### src/rtl/axis_pkg.sv
// -----------------------------------------------------------------------------
// axis_pkg
// Shared definitions for the valid/ready register slice:
//   - slice mode constants (pass-through, forward, backward, full skid)
//   - state encoding of the two-entry full-skid controller
//   - width of the optional stall counter
// No ports (package).
// -----------------------------------------------------------------------------
package axis_pkg;

  localparam int MODE_PASS = 0;
  localparam int MODE_FWD  = 1;
  localparam int MODE_BWD  = 2;
  localparam int MODE_FULL = 3;

  localparam int STALL_CNT_W = 16;

  // Encoding chosen so the state value equals the number of beats held.
  typedef enum logic [1:0] {
    EMPTY = 2'd0,
    ONE   = 2'd1,
    FULL  = 2'd2
  } full_state_e;

  function automatic bit mode_is_legal(input int mode);
    return (mode >= MODE_PASS) && (mode <= MODE_FULL);
  endfunction

endpackage

### src/rtl/axis_skid_reg.sv
// -----------------------------------------------------------------------------
// axis_skid_reg
// Single-entry hold register: one payload plus its valid flag.
// Ports:
//   clk      in   rising-edge clock
//   rst      in   synchronous active-high reset (valid=0, data=0)
//   load     in   capture data_in and set valid (wins over clear)
//   clear    in   drop the held beat (data is kept, only valid falls)
//   data_in  in   payload to capture
//   valid    out  entry holds a beat
//   data     out  held payload
// -----------------------------------------------------------------------------
module axis_skid_reg #(
  parameter int DATA_W = 32
) (
  input  logic              clk,
  input  logic              rst,
  input  logic              load,
  input  logic              clear,
  input  logic [DATA_W-1:0] data_in,
  output logic              valid,
  output logic [DATA_W-1:0] data
);

  logic              valid_d, valid_q;
  logic [DATA_W-1:0] data_d,  data_q;

  always_comb begin
    valid_d = valid_q;
    data_d  = data_q;
    if (load) begin
      valid_d = 1'b1;
      data_d  = data_in;
    end else if (clear) begin
      valid_d = 1'b0;
    end
  end

  always_ff @(posedge clk) begin
    if (rst) begin
      valid_q <= 1'b0;
      data_q  <= '0;
    end else begin
      valid_q <= valid_d;
      data_q  <= data_d;
    end
  end

  assign valid = valid_q;
  assign data  = data_q;

endmodule

### src/rtl/axis_reg_slice.sv
// -----------------------------------------------------------------------------
// axis_reg_slice
// Parametrised valid/ready register slice.
//   MODE 0 pass-through, 1 forward-registered, 2 backward-registered,
//   3 full two-entry skid buffer (all outputs registered, no bubbles).
// Ports:
//   clk, rst          clock and synchronous active-high reset
//   data_up/valid_up  payload and valid from master
//   ready_up          ready back to master
//   data_down/valid_down  payload and valid to slave
//   ready_down        ready from slave
//   occupancy         beats currently held (0..2)
//   stall_cnt         saturating count of cycles with valid_down & ~ready_down
//                     (present only with AXIS_REG_SLICE_STALL_CNT_EN defined)
// -----------------------------------------------------------------------------
module axis_reg_slice
  import axis_pkg::*;
#(
  parameter int DATA_W = 32,
  parameter int MODE   = 3
) (
  input  logic              clk,
  input  logic              rst,
  input  logic [DATA_W-1:0] data_up,
  input  logic              valid_up,
  output logic              ready_up,
  output logic [DATA_W-1:0] data_down,
  output logic              valid_down,
  input  logic              ready_down,
  output logic [1:0]        occupancy
`ifdef AXIS_REG_SLICE_STALL_CNT_EN
  ,
  output logic [STALL_CNT_W-1:0] stall_cnt
`endif
);

  if (!mode_is_legal(MODE)) begin : g_bad_mode
    $error("axis_reg_slice: MODE must be 0..3");
  end

  if (MODE == MODE_PASS) begin : g_pass
    assign data_down  = data_up;
    assign valid_down = valid_up;
    assign ready_up   = ready_down;
    assign occupancy  = 2'd0;

  end else if (MODE == MODE_FWD) begin : g_fwd
    logic              accept, xfer;
    logic              main_valid;
    logic [DATA_W-1:0] main_data;

    assign ready_up = ready_down | ~main_valid;
    assign accept   = valid_up & ready_up;
    assign xfer     = main_valid & ready_down;

    axis_skid_reg #(.DATA_W(DATA_W)) u_main (
      .clk     (clk),
      .rst     (rst),
      .load    (accept),
      .clear   (xfer & ~accept),
      .data_in (data_up),
      .valid   (main_valid),
      .data    (main_data)
    );

    assign valid_down = main_valid;
    assign data_down  = main_data;
    assign occupancy  = {1'b0, main_valid};

  end else if (MODE == MODE_BWD) begin : g_bwd
    logic              accept, skid_load, skid_clear;
    logic              skid_valid;
    logic [DATA_W-1:0] skid_data;
    logic              ready_up_d, ready_up_q;

    assign accept     = valid_up & ready_up_q;
    // Only park a beat when the slave refuses it; ready_up_q already implies skid empty.
    assign skid_load  = accept & ~ready_down;
    assign skid_clear = skid_valid & ready_down;
    assign ready_up_d = ~(skid_load | (skid_valid & ~skid_clear));

    axis_skid_reg #(.DATA_W(DATA_W)) u_skid (
      .clk     (clk),
      .rst     (rst),
      .load    (skid_load),
      .clear   (skid_clear),
      .data_in (data_up),
      .valid   (skid_valid),
      .data    (skid_data)
    );

    always_ff @(posedge clk) begin
      if (rst) ready_up_q <= 1'b1;
      else     ready_up_q <= ready_up_d;
    end

    assign ready_up   = ready_up_q;
    assign valid_down = valid_up | skid_valid;
    assign data_down  = skid_valid ? skid_data : data_up;
    assign occupancy  = {1'b0, skid_valid};

  end else begin : g_full
    full_state_e       state_d, state_q;
    logic              ready_up_d, ready_up_q;
    logic              accept, xfer;
    logic              main_load, main_clear, skid_load, skid_clear;
    logic [DATA_W-1:0] main_din;
    logic              main_valid, skid_valid;
    logic [DATA_W-1:0] main_data, skid_data;

    assign accept = valid_up & ready_up_q;
    assign xfer   = main_valid & ready_down;

    always_comb begin
      state_d    = state_q;
      main_load  = 1'b0;
      main_clear = 1'b0;
      main_din   = data_up;
      skid_load  = 1'b0;
      skid_clear = 1'b0;
      case (state_q)
        EMPTY: begin
          if (accept) begin
            main_load = 1'b1;
            state_d   = ONE;
          end
        end
        ONE: begin
          if (accept && xfer) begin
            main_load = 1'b1;
          end else if (accept) begin
            skid_load = 1'b1;
            state_d   = FULL;
          end else if (xfer) begin
            main_clear = 1'b1;
            state_d    = EMPTY;
          end
        end
        FULL: begin
          if (xfer) begin
            main_load  = 1'b1;
            main_din   = skid_data;
            skid_clear = 1'b1;
            state_d    = ONE;
          end
        end
        default: state_d = EMPTY;
      endcase
      ready_up_d = (state_d != FULL);
    end

    always_ff @(posedge clk) begin
      if (rst) begin
        state_q    <= EMPTY;
        ready_up_q <= 1'b1;
      end else begin
        state_q    <= state_d;
        ready_up_q <= ready_up_d;
      end
    end

    axis_skid_reg #(.DATA_W(DATA_W)) u_main (
      .clk     (clk),
      .rst     (rst),
      .load    (main_load),
      .clear   (main_clear),
      .data_in (main_din),
      .valid   (main_valid),
      .data    (main_data)
    );

    axis_skid_reg #(.DATA_W(DATA_W)) u_skid (
      .clk     (clk),
      .rst     (rst),
      .load    (skid_load),
      .clear   (skid_clear),
      .data_in (data_up),
      .valid   (skid_valid),
      .data    (skid_data)
    );

    // main_valid tracks state_q != EMPTY and is itself a flop.
    assign ready_up   = ready_up_q;
    assign valid_down = main_valid;
    assign data_down  = main_data;
    assign occupancy  = state_q;
  end

`ifdef AXIS_REG_SLICE_STALL_CNT_EN
  logic [STALL_CNT_W-1:0] stall_cnt_d, stall_cnt_q;

  always_comb begin
    stall_cnt_d = stall_cnt_q;
    if (valid_down && !ready_down && (stall_cnt_q != {STALL_CNT_W{1'b1}}))
      stall_cnt_d = stall_cnt_q + 1'b1;
  end

  always_ff @(posedge clk) begin
    if (rst) stall_cnt_q <= '0;
    else     stall_cnt_q <= stall_cnt_d;
  end

  assign stall_cnt = stall_cnt_q;
`endif

endmodule

### config.mk
export PLATFORM = sky130hd
export DESIGN_NAME = axis_reg_slice
export DESIGN_NICKNAME = d
export VERILOG_FILES = /design/src/rtl/axis_pkg.sv /design/src/rtl/axis_skid_reg.sv /design/src/rtl/axis_reg_slice.sv
export SDC_FILE = /design/constraint.sdc
export NUM_CORES = 1
export LEC_CHECK = 0
export ABC_CLOCK_PERIOD_IN_PS = 1500
export CAP_MARGIN = 20
export CELL_PAD_IN_SITES_DETAIL_PLACEMENT = 2
export CELL_PAD_IN_SITES_GLOBAL_PLACEMENT = 2
export CORE_MARGIN = 8
export CORE_UTILIZATION = 27
export CTS_BUF_LIST = sky130_fd_sc_hd__clkbuf_8
export DETAILED_ROUTE_END_ITERATION = 8
export GPL_TIMING_DRIVEN = 0
export PLACE_DENSITY_LB_ADDON = 0.08
export RECOVER_POWER = 100
export SETUP_SLACK_MARGIN = 0.5
export SYNTH_ARGS = -nofsm -noshare
export SYNTH_HDL_FRONTEND = slang
export SYNTH_SLANG_ARGS = --single-unit
### constraint.sdc
create_clock -name clk -period 1.5 [get_ports clk]
set_input_delay 0.375 -clock clk [delete_from_list [all_inputs] [get_ports clk]]
set_output_delay 0.375 -clock clk [all_outputs]
set_load 0.005 [all_outputs]
Word level (Yosys, flattened, before mapping)
Index checks and enable logic that the tools add are counted. Widths: inputs -> output; s select.

Equality and inequality tests: 3. Shift operators: 0. Add/sub/neg operators: 0. Bitwise gates (word level): 2. Reduce and logical (&&, ||, !) cells: 3. Divide/modulo/power cells: 0. Mux-type cells: 19. Order comparisons: 0. $mul: 0.

Operator list (count): $mux 32 (2); $mux 1 (10); $mux 2 (5); $pmux 2 s3 (1); $pmux 1 s3 (1); $and 1x1->1 (2); $eq 2x1->1 const B (1); $eq 2x2->1 const B (1); $logic_not 2->1 (1); $ne 2x2->1 const B (1); $reduce_bool 2->1 (1); $logic_and 1x1->1 (1).

Latch bits: 0. Register bits: 68. Memories: 0. Bits in read-only memories: 0. Bits in writable memories: 0. Word-level logic and storage cells: 32.

Longest topological paths before layout
Depth in word-level cells: 7. Depth in mapped cells: 6. Gate-level depth less buffers: 4.

By module
A second synthesis with hierarchy kept.

Cell total of the unflattened synthesis: 272. Area total of the unflattened synthesis: 3098.0 µm².

By module, submodules not included: axis_skid_reg (times used 2, cells each 108, area each 1204.9 µm²); axis_reg_slice (times used 1, cells each 56, area each 688.2 µm²).

Least setup slack after synthesis
Ideal clock, no wire load.

Kind: register to register. Start point: reg g_full.state_q[1] (netlist: occupancy[1]). End point: reg g_full.u_main.data_q[0] (netlist: g_full.u_main.data[0]). Setup slack: 0.088 ns. Buffers on the path: 1. Required time: 1.354 ns. Data arrival time: 1.266 ns. Cell stages (with the launch flop): 5. Cell sequence: dfxtp_1 nand3b_1 o221ai_4 buf_4 a211oi_2.

Word-level cells in the longest chain between the ends: 2. Elaborated cells on any way between the ends: 5.

RTL lines: start: declaration (line axis_reg_slice.sv:103) `full_state_e state_d, state_q;`; start signal: assignment (line axis_reg_slice.sv:157) `state_q <= state_d;`; $eq 2x2->1 (tied with other cells) (line axis_reg_slice.sv:121) `case (state_q)`; $pmux 1 s3 or $mux 32 (tied branches) (line axis_reg_slice.sv:121); end signal: assignment (line axis_skid_reg.sv:45) `data_q <= data_d;`; end: declaration (line axis_skid_reg.sv:26) `logic [DATA_W-1:0] data_d, data_q;`.

Several ways; a longest one is shown, not always the timed one. A chain may end at the register's enable or synchronous reset.

Final worst setup path
Start point: reg g_full.u_main.valid_q (netlist: g_full.u_main.valid). End point: reg g_full.u_main.data_q[20] (netlist: g_full.u_main.data[20]).

Word-level cells in the longest chain between the ends: 4. Elaborated cells on any way between the ends: 7.

RTL lines: start: declaration (line axis_skid_reg.sv:25) `logic valid_d, valid_q;`; start signal: assignment (line axis_skid_reg.sv:44) `valid_q <= valid_d;`; $and 1x1->1 * (line axis_reg_slice.sv:112) `assign xfer = main_valid & ready_down;`; $logic_and 1x1->1 (line axis_reg_slice.sv:129) `if (accept && xfer) begin`; $mux 1 (line axis_reg_slice.sv:129); $pmux 1 s3 (line axis_reg_slice.sv:121).

Every way passes the cells marked *; elsewhere a longest branch is shown, timed or not.

==> results.sh <==
export IMPL_gr_usage_all_layers_pct=16.1
export IMPL_cts_made_buffers=9
export IMPL_drt_iter0_markers=82
export IMPL_seqPwrFrac_pct=41.1
export IMPL_tritoncts_num_sinks=68
export IMPL_routedWlPerCell_um=19.9
export IMPL_worst_ep_arrival_time_ns=1.94
export IMPL_cp_start_kind="register"
export IMPL_r2r_end="g_full.u_main.data[20]"
export IMPL_clk_pin_slew_worst_paths_ns=0.08
export IMPL_cts_hold_buf=0
export IMPL_antenna_cells=0
export IMPL_design_area_mm2=0.00499
export IMPL_filler_cell_count=1063
export IMPL_final_net_count=464
export IMPL_detailed_place_area_mm2=0.00377
export IMPL_worst_pin_slew_ns=0.809
export IMPL_start_util_pct=27.8
export IMPL_cts_root_buffer="clkbuf_8"
export IMPL_syn_nets=339
export IMPL_die_h_um=119
export IMPL_post_route_util_pct=48.3
export IMPL_die_area_mm2=0.0142
export IMPL_synthesis_instances=303
export IMPL_grt_first_pass_wirelength_mm=17.9
export IMPL_final_cells=569
export IMPL_crit_type="reg -> reg"
export IMPL_firstDrtPassIters=4
export IMPL_globalplace_congestion=0.690
export IMPL_clkPwrFrac_pct=28.7
export IMPL_clk_latency_ns=0.35
export IMPL_min_to="occupancy[1]"
export IMPL_antenna_found_initial=0
export IMPL_ys_types=21
export IMPL_hold_depth=2
export IMPL_critPathMaxFanout=10
export IMPL_ys_seq_elements=68
export IMPL_cts_tree="done"
export IMPL_relSlewSlack_pct=46.1
export IMPL_max_cap_violations=0
export IMPL_switchingPower_w=0.00158
export IMPL_hold_class="in -> reg"
export IMPL_synth_avg_cell_area_um2=9.46
export IMPL_final_common_cell="dfxtp_1"
export IMPL_grt_max_degree=12
export IMPL_status="finished, violations left"
export IMPL_min_period_over_period_pct=112
export IMPL_layout_drive_gt1_share_pct=59.4
export IMPL_h_tree_depth=3
export IMPL_postRouteAntennaNets=0
export IMPL_p_per_area_mw_per_mm2=1030
export IMPL_rr_startpoint="g_full.u_main.valid"
export IMPL_drc_errors=0
export IMPL_finalSetupViolations=37
export IMPL_min_period_ns=1.68
export IMPL_rows=37
export IMPL_holdCritStartpoint="ready_down"
export IMPL_area_growth_pct=74.1
export IMPL_netlist_area_mm2=0.00287
export IMPL_hold_viol=0
export IMPL_ios=72
export IMPL_dp_cells=509
export IMPL_first_global_vias=3173
export IMPL_cts_buffer_depth=2
export IMPL_portBuffers=70
export IMPL_dpl_hpwl_mm=6.40
export IMPL_power_internal_w=0.00357
export IMPL_rsz0062_at_grt="yes"
export IMPL_r2r_cells=7
export IMPL_crit_path_end_kind="register"
export IMPL_num_vias=2700
export IMPL_finalMaxSlewViolations=0
export IMPL_synth_warnings=0
export IMPL_max_freq_ghz=0.594
export IMPL_p_leak_nw=2.15
export IMPL_combPwrFrac_pct=30.2
export IMPL_fin_skew_ns=0.00886
export IMPL_ys_seq_area_share_pct=47.5
export IMPL_die_x_um=119
export IMPL_dp_slack_ns=-0.711
export IMPL_wl_mm=11.3
export IMPL_most_common_layout_cells="55 x dfxtp_1, 38 x buf_6, 35 x nand2_2, 32 x clkdlybuf4s50_1, 31 x a211oi_2"
export IMPL_core_area_mm2=0.0103
export IMPL_ir_worst_vdd_mv=0.674
export IMPL_violations="setup timing"
export IMPL_required_ns=1.75
export IMPL_p_total_w=0.00515
export IMPL_swShare_pct=30.7
export IMPL_avgViaCountPerCell=4.75
export IMPL_fin_ws_ns=-0.184
export IMPL_grt_ovfl_total=0
export IMPL_ff2ff_setup_slack_ns=-0.18
## layout make-up
class | instances | area [um2] | share of cell area [%]
flip-flops and latches | 68 | 1390 | 27.8
multi-input cells | 210 | 1820 | 36.4
plain buffers | 23 | 308 | 6.17
clock inverters | 7 | 58.8 | 1.18
well taps | 136 | 170 | 3.41
inverters | 2 | 7.51 | 0.150
repair buffers | 114 | 1120 | 22.4
clock buffers | 9 | 124 | 2.48
## registers in the layout (all words and copies together), names as in the netlist
signal               cells
g_full.u_main.valid      1
occupancy                2
g_full.u_main.data      32
g_full.u_skid.data      32
ready_up                 1
## layer usage
metal / routed length, um / global-route usage (%)
met1: 4650 / 17.9
met2: 5950 / 29.4
met4: 244 / 5.06
met3: 487 / 4.11
met5: 0 / 0
## metrics by stage
step                setup TNS (ns)  hold WS (ns)
finish                       -4.71         0.435
global route                 -8.96         0.448
CTS                         -0.155         0.466
detailed placement          -41.88         0.450
global placement            -40.82         0.440
floorplan                        0         0.436
## how the worst max path moves through the flow
stage / from / to / slack, ns / cells past startpoint
after CTS: g_full.u_main.valid / g_full.u_main.data[18] / -0.02 / 7
after global routing: g_full.u_main.valid / g_full.u_main.data[20] / -0.26 / 7
after global placement: ready_down / g_full.u_main.data[16] / -0.66 / 5
after detailed placement: valid_up / g_full.u_skid.data[10] / -0.71 / 6
final: g_full.u_main.valid / g_full.u_main.data[20] / -0.18 / 7
after floorplan: occupancy[1] / g_full.u_main.data[0] / 0.15 / 5
## synth_stat cells (all sizes together)
library cell	n	area [um2]
inv	2	7.51
a211oi	32	380
buf	13	101
clkbuf	10	37.5
a221oi	2	17.5
nand3	1	5.00
nand4b	2	17.5
nand2	67	251
nor2	32	120
mux2i	32	320
nand3b	2	15.0
nand2b	2	12.5
o221ai	1	26.3
a21oi	34	170
o21a	1	7.51
dfxtp	68	1360
a21o	1	7.51
nand4	1	6.26
## critical path: stages, from the launching register on
cell      delay (ns)
dfxtp_4         0.35
buf_6           0.10
nand4_1         0.25
o221ai_4        0.31
buf_12          0.18
buf_8           0.14
nor2_1          0.05
a211oi_2        0.21
## cells by family (layout without fill, tap and decap cells)
| family | Yosys count | count (layout) | synth area share [%] |
|---|---|---|---|
| DFF | 68 | 68 | 47.5 |
| muxes | 32 | 32 | 11.2 |
| buffers and inverters | 25 | 155 | 5.11 |
| and+or+nand+nor | 107 | 107 | 14.9 |
| AOI/OAI and AO/OA | 71 | 71 | 21.3 |
## power by group through the flow
stage / registers [W] / clock network, W / logic (W)
finish: 0.00212 / 0.00148 / 0.00155
global route: 0.00214 / 0.00162 / 0.00166
CTS: 0.00212 / 0.00152 / 0.00140
detailed placement: 0.00214 / 0 / 0.00106
global placement: 0.00213 / 0 / 0.00104
floorplan: 0.00212 / 0 / 0.000526
## repair_timing
action,CTS,global route
endpoints found under the setup margin,104,104
pin swaps,68,18
setup buffers,27,11
gates resized for setup,346,43
cloned,6,0
(Power assumes the default switching activity.)
